===== config.mk =====
export PLATFORM = sky130hd
export DESIGN_NAME = reset_sequencer
export DESIGN_NICKNAME = d
export VERILOG_FILES = /design/src/rtl/reset_sequencer.sv
export SDC_FILE = /design/constraint.sdc
export NUM_CORES = 1
export LEC_CHECK = 0
export BUFFER_PORTS_ARGS = -buffer_cell sky130_fd_sc_hd__buf_2
export CORE_ASPECT_RATIO = 1.5
export CORE_UTILIZATION = 35
export DETAILED_ROUTE_END_ITERATION = 16
export SLEW_MARGIN = 20
export SYNTH_ARGS = -nofsm -noshare
export SYNTH_HDL_FRONTEND = slang
export SYNTH_SLANG_ARGS = --single-unit

===== constraint.sdc =====
create_clock -name clk -period 2.8 [get_ports clk]
set_clock_uncertainty 0.15 [all_clocks]
set_input_delay 0.56 -clock clk [delete_from_list [all_inputs] [get_ports clk]]
set_output_delay 0.56 -clock clk [all_outputs]
set_load 0.05 [all_outputs]

===== src/rtl/reset_sequencer.sv =====
// Reset controller: syncs and debounces reset requests, holds all
// domains in reset, then releases them in order with fixed spacing.
module reset_sequencer #(
   parameter int NUM_SRC  = 4,
   parameter int NUM_DOM  = 3,
   parameter int FILT_CYC = 4,
   parameter int HOLD_CYC = 16,
   parameter int REL_DLY  = 8
) (
   input  logic               clk,
   input  logic               rst_n,
   input  logic [NUM_SRC-1:0] rst_req,
   input  logic [NUM_SRC-1:0] src_en,
   input  logic               cause_clr,
   output logic [NUM_DOM-1:0] dom_rst_n,
   output logic               seq_busy,
   output logic [NUM_SRC-1:0] cause
);

   localparam int FW = $clog2(FILT_CYC + 1);
   localparam int HW = $clog2(HOLD_CYC + 1);
   localparam int DW = $clog2(REL_DLY + 1);
   localparam int SW = $clog2(NUM_DOM + 1);

   typedef enum logic [1:0] {
      IDLE,
      ASSERT,
      WAIT_CLR,
      RELEASE
   } state_t;

   logic [NUM_SRC-1:0] sync1;
   logic [NUM_SRC-1:0] sync2;
   logic [NUM_SRC-1:0] masked;
   logic [NUM_SRC-1:0] filt;
   logic [FW-1:0]      fcnt [NUM_SRC];
   logic               any_filt;

   state_t             state;
   state_t             state_d;
   logic [HW-1:0]      hold;
   logic [HW-1:0]      hold_d;
   logic [DW-1:0]      dly;
   logic [DW-1:0]      dly_d;
   logic [SW-1:0]      step;
   logic [SW-1:0]      step_d;
   logic [NUM_DOM-1:0] dom_q;
   logic [NUM_DOM-1:0] dom_d;

   assign masked   = sync2 & src_en;
   assign any_filt = |filt;

   // two-flop synchronizer for the raw asynchronous requests
   always_ff @(posedge clk or negedge rst_n) begin
      if (!rst_n) begin
         sync1 <= '0;
         sync2 <= '0;
      end else begin
         sync1 <= rst_req;
         sync2 <= sync1;
      end
   end

   // per-source debounce counter, saturating, cleared by any low sample
   always_ff @(posedge clk or negedge rst_n) begin
      if (!rst_n) begin
         for (int i = 0; i < NUM_SRC; i++) fcnt[i] <= '0;
      end else begin
         for (int i = 0; i < NUM_SRC; i++) begin
            if (!masked[i])
               fcnt[i] <= '0;
            else if (fcnt[i] != FW'(FILT_CYC))
               fcnt[i] <= fcnt[i] + 1'b1;
         end
      end
   end

   // a source is accepted only while its counter sits at saturation
   always_comb begin
      filt = '0;
      for (int i = 0; i < NUM_SRC; i++)
         filt[i] = (fcnt[i] == FW'(FILT_CYC));
   end

   // sequencer state, counters and registered domain resets
   always_ff @(posedge clk or negedge rst_n) begin
      if (!rst_n) begin
         state <= ASSERT;
         hold  <= '0;
         dly   <= '0;
         step  <= '0;
         dom_q <= '0;
      end else begin
         state <= state_d;
         hold  <= hold_d;
         dly   <= dly_d;
         step  <= step_d;
         dom_q <= dom_d;
      end
   end

   // next-state: hold, wait for requests to clear, stepped release
   always_comb begin
      state_d = state;
      hold_d  = hold;
      dly_d   = dly;
      step_d  = step;
      unique case (state)
         IDLE: begin
            if (any_filt) begin
               state_d = ASSERT;
               hold_d  = '0;
            end
         end
         ASSERT: begin
            if (hold == HW'(HOLD_CYC - 1)) begin
               state_d = WAIT_CLR;
               hold_d  = '0;
            end else begin
               hold_d = hold + 1'b1;
            end
         end
         WAIT_CLR: begin
            if (!any_filt) begin
               state_d = RELEASE;
               step_d  = '0;
               dly_d   = '0;
            end
         end
         RELEASE: begin
            if (any_filt) begin
               state_d = ASSERT;
               hold_d  = '0;
               dly_d   = '0;
               step_d  = '0;
            end else if (dly == DW'(REL_DLY - 1)) begin
               dly_d = '0;
               if (step == SW'(NUM_DOM - 1)) begin
                  state_d = IDLE;
                  step_d  = '0;
               end else begin
                  step_d = step + 1'b1;
               end
            end else begin
               dly_d = dly + 1'b1;
            end
         end
         default: state_d = ASSERT;
      endcase
   end

   // outputs for the coming state; released domains are those below step
   always_comb begin
      dom_d = '0;
      unique case (state_d)
         IDLE:    dom_d = '1;
         RELEASE: begin
            for (int k = 0; k < NUM_DOM; k++)
               dom_d[k] = (SW'(k) < step_d);
         end
         default: dom_d = '0;
      endcase
   end

   // sticky cause; a new accepted source wins over a same-cycle clear
   always_ff @(posedge clk or negedge rst_n) begin
      if (!rst_n)
         cause <= '0;
      else
         cause <= (cause & ~{NUM_SRC{cause_clr}}) | filt;
   end

   assign dom_rst_n = dom_q;
   assign seq_busy  = (state != IDLE);

endmodule


# Word level (Yosys, flattened, before mapping)
# Index checks and enable logic that the tools add are counted.
# op_classes
reduce_logical	9
bitwise_logic	4
n_addsub	7
eq_ne	21
n_lt_le_gt_ge	3
n_mux	28
# ops
cell	n
3-bit two-way mux	8
2-bit two-way mux	10
3-bit by 1-bit adder with 3-bit output, second input constant	4
3-bit equality test, second input constant	4
4-bit two-way mux	3
3-bit inequality test, second input constant	4
5-bit two-way mux	2
2-bit by 1-bit inequality test with 1-bit output, second input constant	5
5-bit one-hot mux with 2 select lines	1
4-bit AND	2
2-bit equality test, second input constant	4
2-bit one-hot mux with 4 select lines	1
4-bit one-hot mux with 2 select lines	1
3-bit one-hot mux with 2 select lines	1
2-bit nonzero test	3
5-bit by 1-bit adder with 5-bit output, second input constant	1
5-bit by 4-bit equality test with 1-bit output, second input constant	1
4-bit by 1-bit adder with 4-bit output, second input constant	1
4-bit by 3-bit equality test with 1-bit output, second input constant	1
2-bit zero test	2
1-bit by 2-bit < comparator with 1-bit output, first input constant	2
4-bit inverter	1
4-bit bitwise OR	1
2-bit one-hot mux with 2 select lines	1
7 further kinds	8
# totals
regBits	40
elab_cells	84
output_inout_bits	8

# Longest topological paths before layout
# Gate-level depths: netlist (run 1).
# depth
word_depth	7
mapped_depth	11

# Worst setup path before layout (run 1)
# Ideal clock, no wire load.
# synth_path
path_kind	register -> register
startpoint	reg fcnt[3] (netlist name)
endpoint	reg dom_q[2], in the netlist dom_rst_n[2]
path_buffers	0
t_arrival_ps	2372
stages_incl_launch_ff	12
slack_ps	186
setup_time_ps	92
required_ps	2558
cell_sequence	dfrtp_1 > inv_1 > ha_1 > a22oi_2 > nand2_1 > o31ai_1 > a21oi_1 > ha_1 > nand3b_1 > a311oi_1 > a21oi_1 > o31ai_2
# synth_via
elab_chain_cells	6
# synth_rtl
element	line_no	source
start, declared	36	logic [FW-1:0] fcnt [NUM_SRC];
start signal, assigned by index	73	fcnt[i] <= fcnt[i] + 1'b1;
3-bit equality test *	82	filt[i] = (fcnt[i] == FW'(FILT_CYC));
4-bit OR reduction *	51	assign any_filt = |filt;
2-bit two-way mux (on tied branches)	131, 110, 124	
2-bit one-hot mux with 2 select lines / 2-bit one-hot mux with 4 select lines (equally long branches)	108	unique case (state)
2-bit < comparator (tied with other cells)	159	dom_d[k] = (SW'(k) < step_d);
3-bit one-hot mux with 2 select lines *	155	unique case (state_d)
net dom_d[2]	48	logic [NUM_DOM-1:0] dom_d;
end signal, assigned	98	dom_q <= dom_d;
end, declared	47	logic [NUM_DOM-1:0] dom_q;
# Mark *: on every way through the listed nets, which the timed path passes. The rest lies on a longest branch.
# A chain may end at the register's enable or synchronous reset.

# Final worst setup path (run 1)
# layout_path
startpoint	reg fcnt[3] (netlist name)
endpoint	reg dom_q[0], in the netlist dom_rst_n[0]
# layout_via
elab_chain_cells	6
# layout_rtl
element	line_no
3-bit equality test *	82
4-bit OR reduction *	51
2-bit two-way mux (on tied branches)	131, 110, 124
2-bit one-hot mux with 2 select lines / 2-bit one-hot mux with 4 select lines (equally long branches)	108
1-bit by 2-bit < comparator with 1-bit output (tied with other cells)	159
3-bit one-hot mux with 2 select lines *	155
net dom_d[0]	48
# Marks and branches as above.

==> results_dict.tcl, run 1 <==
set metrics [dict create \
    ant_nets 0 \
    routabilityCongestion 0.793 \
    vias 1480 \
    hold_path.class "reg2reg" \
    cts_root_buffer "clkbuf_8" \
    crit_path_frequent_cell "ha_1" \
    cts.sinks 40 \
    arrival_ps 2670 \
    slew_headroom 0.397 \
    final_cells 302 \
    wl_um 3670 \
    p_int_mw 0.987 \
    ys_seq_area_frac 0.488 \
    finalSetupViolCount 0 \
    cts_buffer_depth 2 \
    maxSlewViolCount 0 \
    dp.cells 289 \
    dpl_cell_area_um2 2240 \
    ys_seq_elements 40 \
    maxCapViolCount 0 \
    rsz0062_at_grt "false" \
    num_rows 33 \
    end_kind "flip-flop" \
    die_h_um 95.8 \
    peakVddDrop_mv 0.358 \
    power_frac_clock 0.332 \
    grt_pass1_vias 1429 \
    core_um2 5570 \
    grtUsageTotal 0.137 \
    power.net_switching_mw 0.431 \
    p_per_area_nw_per_um2 586 \
    final_util 0.434 \
    worstPathCellList "inv_1 -> ha_1 -> a22o_2 -> o22ai_1 -> o31ai_2 -> a21oi_1 -> ha_1 -> nand3b_1 -> a311oi_2 -> buf_4 -> a211oi_4 -> o41ai_2" \
    pre_cts_slack_ps 4.05 \
    grt_first_pass_wirelength_um 6290 \
    fill_cells 538 \
    seqPwrFrac 0.454 \
    tightest_slew_ps 905 \
    grt_max_degree 41 \
    fmax_mhz 380 \
    drc 0 \
    worstSkewPairLatency_ps 300 \
    synth.distinct_cells 39 \
    die_w_um 64.5 \
    syn_area_um2 2050 \
    netlist_instances 200 \
    routed_via_density 4.90 \
    worst_slack_ps 170 \
    final_common_cell "dfrtp_1" \
    synth_top_area_frac 0.475 \
    antenna_found_initial 0 \
    cts_tree "done" \
    htreeDepth 2 \
    synth_area_leaders "dfrtp_1 (48%), ha_1 (10%), inv_1 (3.8%), nand2_1 (3.7%), nor2_1 (2.7%)" \
    routedWlPerCell_um 12.2 \
    hold_viol 0 \
    synthesis.nets 228 \
    avgSynthCellArea_um2 10.3 \
    design.die.area_um2 6180 \
    finalCriticalPeriod_ps 2630 \
    setup-tns-final_ps 0 \
    start_util 0.368 \
    path_max_fanout 5 \
    period_share 0.939 \
    final_nets 259 \
    synth_area_leader_cell "dfrtp_1" \
    drtIter0Drc 47 \
    dpl.hpwl_um 2730 \
    grt_overflow 0 \
    swShare 0.304 \
    required_ps 2840 \
    cts_inserted_buffers 5 \
    stdcell_area_um2 2420 \
    worstSetupStartpointType "flip-flop" \
    drive_gt1_frac 0.237 \
    layout_common_cells "dfrtp_1 (39), inv_1 (21), nand2_1 (20), buf_2 (18)" \
    io_buffers 18 \
    antennaDiodeCount 0 \
    status "completed" \
    clkTransAtPathRegs_ps 80 \
    critPathSlowestCell "dfrtp_1" \
    p_comb_frac 0.214 \
    ys_warn_count 0 \
    setup.worst_path.class "reg2reg" \
    dr.pass1.iters 4 \
    area_delta_synth_final_pct 17.8 \
    ioPinCount 19 \
    p_leak_nw 1.10 \
    slowest_delay_ps 380 \
]
repair_timing:
item                                    4_1_cts  5_1_grt
endpoints found under the setup margin        1        3
hold endpoints to repair                      0        0
hold buffers                                  0        0
pin swaps                                     0        3
buffers inserted                              0        5
resized for setup                             1        6
metal layers:
layer  part of all wire  GRT usage  wire length, µm
met3              0.033     0.0379              120
met2               0.49      0.239             1820
met1               0.45      0.150             1640
met4              0.025     0.0722               92
met5                  0          0                0
cell type report:
| class | instances | area (µm²) | share of cell area |
|---|---|---|---|
| Clock buffer | 5 | 68.8 | 0.0285 |
| Clock inverter | 3 | 42.5 | 0.0176 |
| Inverter | 21 | 78.8 | 0.0326 |
| Multi-Input combinational cell | 136 | 981 | 0.406 |
| Sequential cell | 40 | 1000 | 0.414 |
| Tap cell | 70 | 87.6 | 0.0362 |
| Timing Repair Buffer | 27 | 158 | 0.0652 |
through the flow:
stage	hold WS, ps	total power [mW]
after global placement	181	0.949
after floorplan	114	0.870
after detailed placement	186	0.952
final	200	1.42
after CTS	202	1.43
after global routing	189	1.50
final timing paths:
kind	startpoint	to	slack, ps	depth (start not counted)
min reg2reg	sync1[0]$_DFF_PN0_	sync2[0]$_DFF_PN0_	200	0
min	sync1[0]$_DFF_PN0_	sync2[0]$_DFF_PN0_	200	0
max in group asynchronous	rst_n	cause[1]$_DFF_PN0_	1690	1
max reg2reg	fcnt[3]$_DFFE_PN0P_	dom_rst_n[0]$_DFF_PN0_	170	12
max	fcnt[3]$_DFFE_PN0P_	dom_rst_n[0]$_DFF_PN0_	170	12
min in group asynchronous	rst_n	dly[0]$_DFFE_PN0P_	240	1
state kept, by name, summed over array words and instances, names as in the netlist:
signal,cells
cause,4
sync1,4
step,2
fcnt,12
hold,5
state,2
dly,4
sync2,4
dom_rst_n,3
power groups by stage:
stage / Sequential (mW) / Combinational [mW] / Clock, mW
after floorplan: 0.724 / 0.146 / 0
after global placement: 0.658 / 0.291 / 0
after detailed placement: 0.659 / 0.294 / 0
after CTS: 0.647 / 0.295 / 0.488
after global routing: 0.651 / 0.334 / 0.512
final: 0.644 / 0.303 / 0.471
Yosys cell counts:
cell type  instances
a21oi_1           11
a311oi_1           1
dfstp_2            1
and3_1             2
nand2b_1           3
a221oi_4           1
buf_2              1
nand3b_1           4
nand3_1            8
o31ai_1            1
a31oi_1            2
and4b_1            1
mux2_2             1
a31o_2             1
a22oi_2            2
mux2i_1            2
a22o_2             5
nor2b_1            4
xor2_1             2
nand4_1            1
o22ai_1            2
clkbuf_1           1
o41ai_2            1
xnor2_1            4
nor3b_1            1
nand4b_1           2
o31ai_2            1
buf_6              1
a21oi_2            1
dfrtp_1           39
a211oi_2           1
nor2_1            15
a21o_1             1
a21boi_0           1
inv_1             21
nand2_1           20
nor3_1             6
ha_1              17
o21ai_0           11
cell families after synthesis:
logic type                 after synthesis  share of synthesized area
DFF                                     40                      0.488
muxes                                    3                     0.0152
and+or+nand+nor                         67                      0.160
AOI/OAI and AO/OA                       43                      0.159
adders and majority gates               17                      0.104
xor gates and xnor gates                 6                     0.0256
buffers and inverters                   24                     0.0481
critical path: cells and delay by family (launching register included):
kind,cells,cell delay [ps]
DFF,1,380
and+or+nand+nor,1,180
adders and majority gates,2,510
buffers and inverters,2,230
AOI/OAI and AO/OA,7,1080
Note: power is estimated with default switching activity, not from simulation.
==> run 2: changes to the inputs <==
--- a/config.mk
+++ b/config.mk
@@ -8,6 +8,7 @@
 export BUFFER_PORTS_ARGS = -buffer_cell sky130_fd_sc_hd__buf_2
 export CORE_ASPECT_RATIO = 1.5
 export CORE_UTILIZATION = 35
+export CTS_BUF_LIST = sky130_fd_sc_hd__clkbuf_16
 export DETAILED_ROUTE_END_ITERATION = 16
 export SLEW_MARGIN = 20
 export SYNTH_ARGS = -nofsm -noshare
==> run 2 against run 1 <==
Hold slack worse by 4.8 ps; wire length up 2.1%; total power up 12%; via count down 0.14%; critical endpoint unchanged; non-clock buffer count down 1; clock-buffer cell count unchanged; sequential power about the same; first-iteration DRC count up 11%; cell area up 2.0%; largest cell class unchanged; die area unchanged.
==> results_dict.tcl, run 2 (synthesis results as in run 1) <==
set metrics [dict create \
    layout_common_cells "dfrtp_1 (39), inv_1 (21), nand2_1 (20), buf_2 (18)" \
    critPathSlowestCell "dfrtp_1" \
    die_h_um 95.8 \
    worstSkewPairLatency_ps 280 \
    finalSetupViolCount 0 \
    maxCapViolCount 0 \
    reg2reg_from "fcnt[3]$_DFFE_PN0P_" \
    cp_top_family "compound AO/OA/AOI/OAI gates" \
    pre_cts_slack_ps 4.05 \
    routabilityCongestion 0.793 \
    p_per_area_nw_per_um2 644 \
    ioPinCount 19 \
    finalCriticalPeriod_ps 2690 \
    dpl_cell_area_um2 2240 \
    regMostFlops "fcnt" \
    crit_buf_inv 2 \
    io_buffers 18 \
    hold_path.class "reg2reg" \
    antenna_found_initial 0 \
    wl_um 3750 \
    largest_register_ffs 12 \
    grtUsageTotal 0.139 \
    worst_r2r_endpoint "dom_rst_n[0]$_DFF_PN0_" \
    clkTransAtPathRegs_ps 60 \
    fill_cells 538 \
    htreeDepth 2 \
    routedWlPerCell_um 12.5 \
    ctsHoldBuffers 0 \
    worstPathCellList "inv_1 -> ha_1 -> a22o_2 -> o22ai_1 -> o31ai_2 -> a21oi_1 -> ha_1 -> nand3b_1 -> a311oi_2 -> buf_4 -> a211oi_4 -> o41ai_2" \
    drtIter0Drc 52 \
    cts_tree "done" \
    p_leak_nw 1.12 \
    drive_gt1_frac 0.234 \
    dr.pass1.iters 4 \
    maxSlewViolCount 0 \
    drc 0 \
    grt_max_degree 41 \
    worstSetupStartpointType "flip-flop" \
    grt_first_pass_wirelength_um 6420 \
    setup.worst_path.class "reg2reg" \
    final_nets 258 \
    cts.sinks 40 \
    grt_pass1_vias 1439 \
    status "completed" \
    crit_path_frequent_cell "ha_1" \
    fmax_mhz 372 \
    slowest_delay_ps 380 \
    peakVddDrop_mv 0.496 \
    final_util 0.443 \
    vias 1478 \
    cts_inserted_buffers 5 \
    die_w_um 64.5 \
    num_rows 33 \
    area_delta_synth_final_pct 20.2 \
    worst_slack_ps 113 \
    dpl.hpwl_um 2730 \
    tightest_slew_ps 886 \
    slew_headroom 0.409 \
    worstSetupPathDepth 12 \
    arrival_ps 2710 \
    biggestRegsByFlops "fcnt x12, hold x5" \
    cp-endpoint "dom_rst_n[0]$_DFF_PN0_" \
    required_ps 2820 \
    design.die.area_um2 6180 \
    critPathLaunch "fcnt[3]$_DFFE_PN0P_" \
    core_um2 5570 \
    cts_buffer_depth 2 \
    final_common_cell "dfrtp_1" \
    start_util 0.368 \
    path_max_fanout 5 \
    antennaDiodeCount 0 \
    grt_overflow 0 \
    ant_nets 0 \
    end_kind "flip-flop" \
    reg2reg_depth 12 \
    routed_via_density 4.91 \
    cts_root_buffer "clkbuf_16" \
    hold_viol 0 \
    stdcell_area_um2 2470 \
    reg2reg_slack_ps 110 \
    period_share 0.959 \
]
==> run 2: cell types whose count changed in the layout (fill, tap and decap cells not counted) <==
| cell | delta |
|---|---|
| clkbuf_16 | +5 |
| clkbuf_8 | -5 |
| buf_4 | -1 |
==> run 2: metal layers <==
metal,global-route usage,share of wire,vias to the layer above
li1,-,-,744
met1,0.149,0.43,706
met2,0.248,0.51,21
met3,0.0308,0.027,7
met4,0.0778,0.026,0
met5,0,0,-
==> run 2: where the power goes <==
part	switching (mW)	total, mW	internal, mW
registers	0.0240	0.646	0.622
clock network	0.221	0.639	0.418
logic	0.203	0.304	0.101
==> run 2: how the worst min path moves through the flow <==
stage                       start            endpoint  slack (ps)  cells past startpoint
3_3_place_gp   sync1[2]$_DFF_PN0_  sync2[2]$_DFF_PN0_         180                      0
6_report       sync1[0]$_DFF_PN0_  sync2[0]$_DFF_PN0_         200                      0
4_1_cts        sync1[2]$_DFF_PN0_  sync2[2]$_DFF_PN0_         200                      0
2_1_floorplan               rst_n  cause[0]$_DFF_PN0_         110                      0
3_5_place_dp   sync1[3]$_DFF_PN0_  sync2[3]$_DFF_PN0_         190                      0
5_1_grt        sync1[0]$_DFF_PN0_  sync2[0]$_DFF_PN0_         200                      0
==> run 2: through the flow <==
step | hold WS [ps] | total power [mW] | instances | TNS (ps)
after floorplan | 114 | 0.870 | 200 | 0
after global placement | 181 | 0.949 | 289 | 0
after global routing | 201 | 1.67 | 301 | -17.6
after detailed placement | 186 | 0.952 | 289 | 0
after CTS | 199 | 1.61 | 297 | 0
final | 195 | 1.59 | 301 | 0
==> run 2: what timing repair did <==
action / in CTS / in global routing
setup endpoints to repair: 1 / 3
pin swaps: 0 / 3
setup buffers: 0 / 4
gates resized for setup: 1 / 6
==> run 2: layout make-up <==
type / count / area (µm²) / area share
multi-input combinational: 136 / 981 / 0.398
sequential: 40 / 1000 / 0.406
clock buffer: 5 / 125 / 0.0507
clock inverter: 3 / 42.5 / 0.0172
timing repair buffer: 26 / 150 / 0.0609
tap: 70 / 87.6 / 0.0355
inverter: 21 / 78.8 / 0.0319
==> run 3: changes to the inputs <==
--- a/config.mk
+++ b/config.mk
@@ -10,6 +10,7 @@
 export CORE_UTILIZATION = 35
 export CTS_BUF_LIST = sky130_fd_sc_hd__clkbuf_16
 export DETAILED_ROUTE_END_ITERATION = 16
+export GPL_TIMING_DRIVEN = 0
 export SLEW_MARGIN = 20
 export SYNTH_ARGS = -nofsm -noshare
 export SYNTH_HDL_FRONTEND = slang
==> constraint.sdc (replaced) <==
create_clock -name clk -period 3.4 [get_ports clk]
set_clock_uncertainty 0.15 [all_clocks]
set_input_delay 0.68 -clock clk [delete_from_list [all_inputs] [get_ports clk]]
set_output_delay 0.68 -clock clk [all_outputs]
set_load 0.05 [all_outputs]
==> run 3 against run 2 <==
Hold slack improved by 2.5 ps; sequential power decreased by 18%; largest power group unchanged; clock power is 18% lower; sequential cell count is the same.
==> results_dict.tcl, run 3 (synthesis results as in run 1) <==
set metrics [dict create \
    antennaDiodeCount 0 \
    cts_resized 0 \
    tightest_slew_ps 880 \
    worstPathCellList "inv_1 -> ha_1 -> a22oi_2 -> nand2_1 -> o31ai_1 -> a21oi_1 -> ha_1 -> nand3b_1 -> a311oi_1 -> a21oi_1 -> o31ai_2" \
    routedWlPerCell_um 12.1 \
    htreeDepth 2 \
    dr.pass1.iters 4 \
    path_max_fanout 5 \
    worstSkewPairLatency_ps 270 \
    setup-tns-final_ps 0 \
    design.die.area_um2 6180 \
    layout_common_cells "dfrtp_1 (39), inv_1 (21), nand2_1 (20), buf_2 (19), ha_1 (17)" \
    grt_first_pass_wirelength_um 6280 \
    area_delta_synth_final_pct 16.8 \
    crit_buf_inv 1 \
    die_w_um 64.5 \
    drive_gt1_frac 0.190 \
    p_leak_nw 1.09 \
    postCtsSetupRepairBufs 0 \
    ioPinCount 19 \
    cts_tree "done" \
    hold_viol 0 \
    routabilityCongestion 0.753 \
    fill_cells 544 \
    slowest_delay_ps 390 \
    finalCriticalPeriod_ps 2980 \
    vias 1448 \
    required_ps 3430 \
    hold_path.class "reg2reg" \
    ant_nets 0 \
    arrival_ps 3010 \
    final_nets 253 \
    grt_max_degree 41 \
    io_buffers 18 \
    maxCapViolCount 0 \
    worst_hold_slack_ps 198 \
    core_um2 5570 \
    slew_headroom 0.414 \
    rsz0062_at_grt "false" \
    cp_top_family "compound AO/OA/AOI/OAI gates" \
    grt_pass1_vias 1411 \
    finalSetupViolCount 0 \
    worst_r2r_endpoint "dom_rst_n[2]$_DFF_PN0_" \
    grt_overflow 0 \
    period_share 0.877 \
    cts_inserted_buffers 5 \
    drtIter0Drc 31 \
    cts_root_buffer "clkbuf_16" \
    p_per_area_nw_per_um2 537 \
    ctsHoldBuffers 0 \
    cts.sinks 40 \
    worstSetupPathDepth 11 \
    biggestRegsByFlops "fcnt x12, hold x5" \
    dpl.hpwl_um 2620 \
    die_h_um 95.8 \
    pre_cts_slack_ps 433 \
    critPathLaunch "fcnt[3]$_DFFE_PN0P_" \
    reg2reg_from "fcnt[3]$_DFFE_PN0P_" \
    final_common_cell "dfrtp_1" \
    worst_slack_ps 420 \
    reg2reg_slack_ps 420 \
    maxSlewViolCount 0 \
    start_util 0.368 \
    num_rows 33 \
    peakVddDrop_mv 0.380 \
    wl_um 3580 \
    grtUsageTotal 0.132 \
    setup.worst_path.class "reg2reg" \
    cp-endpoint "dom_rst_n[2]$_DFF_PN0_" \
    fmax_mhz 336 \
    end_kind "flip-flop" \
    worstSetupStartpointType "flip-flop" \
    status "completed" \
    routed_via_density 4.89 \
    reg2reg_depth 11 \
    drc 0 \
    largest_register_ffs 12 \
    regMostFlops "fcnt" \
    worstHoldPathCells 0 \
    critPathSlowestCell "dfrtp_1" \
    clkTransAtPathRegs_ps 60 \
    antenna_found_initial 0 \
    cts_buffer_depth 2 \
]
==> run 3: cell count changes in the layout (fill, tap and decap cells not counted), sizes merged <==
cell | previous run | this run
buf | 26 | 20
clkbuf | 5 | 6
==> run 3: power by group <==
part           leakage, nW  switching (mW)  internal (mW)
sequential           0.520          0.0175          0.512
combinational        0.488           0.161         0.0742
clock               0.0798           0.179          0.344
total                 1.09           0.358          0.931
==> run 3: area by class of cell <==
cell class | count | area [µm²] | share of cell area
Buffer | 3 | 20.0 | 0.00835
Clock buffer | 5 | 125 | 0.0522
Clock inverter | 3 | 42.5 | 0.0177
Inverter | 21 | 78.8 | 0.0329
Multi-Input combinational cell | 136 | 952 | 0.397
Sequential cell | 40 | 1000 | 0.418
Tap cell | 70 | 87.6 | 0.0365
Timing Repair Buffer | 18 | 90.1 | 0.0376
==> run 3: worst min-delay path by stage <==
stage,to,from,slack [ps]
2_1_floorplan,sync2[0]$_DFF_PN0_,sync1[0]$_DFF_PN0_,180
3_3_place_gp,sync2[3]$_DFF_PN0_,sync1[3]$_DFF_PN0_,180
3_5_place_dp,sync2[2]$_DFF_PN0_,sync1[2]$_DFF_PN0_,190
4_1_cts,sync2[2]$_DFF_PN0_,sync1[2]$_DFF_PN0_,200
5_1_grt,sync2[0]$_DFF_PN0_,sync1[0]$_DFF_PN0_,200
6_report,sync2[0]$_DFF_PN0_,sync1[0]$_DFF_PN0_,200
==> run 3: per-stage QoR <==
stage / cell area [µm²] / util / instances / power [mW]
after detailed placement: 2230 / 0.400 / 288 / 0.777
after global routing: 2400 / 0.430 / 296 / 1.36
after global placement: 2230 / 0.400 / 288 / 0.773
after floorplan: 2050 / - / 200 / 0.717
after CTS: 2400 / 0.430 / 296 / 1.31
final: 2400 / 0.430 / 296 / 1.29
==> run 3: routing by layer <==
metal / routed length (µm) / track usage / vias up
met5: 0 / 0 / -
met4: 61 / 0.0574 / 0
met3: 85 / 0.0249 / 4
met2: 1820 / 0.236 / 18
met1: 1620 / 0.153 / 685
li1: - / - / 741
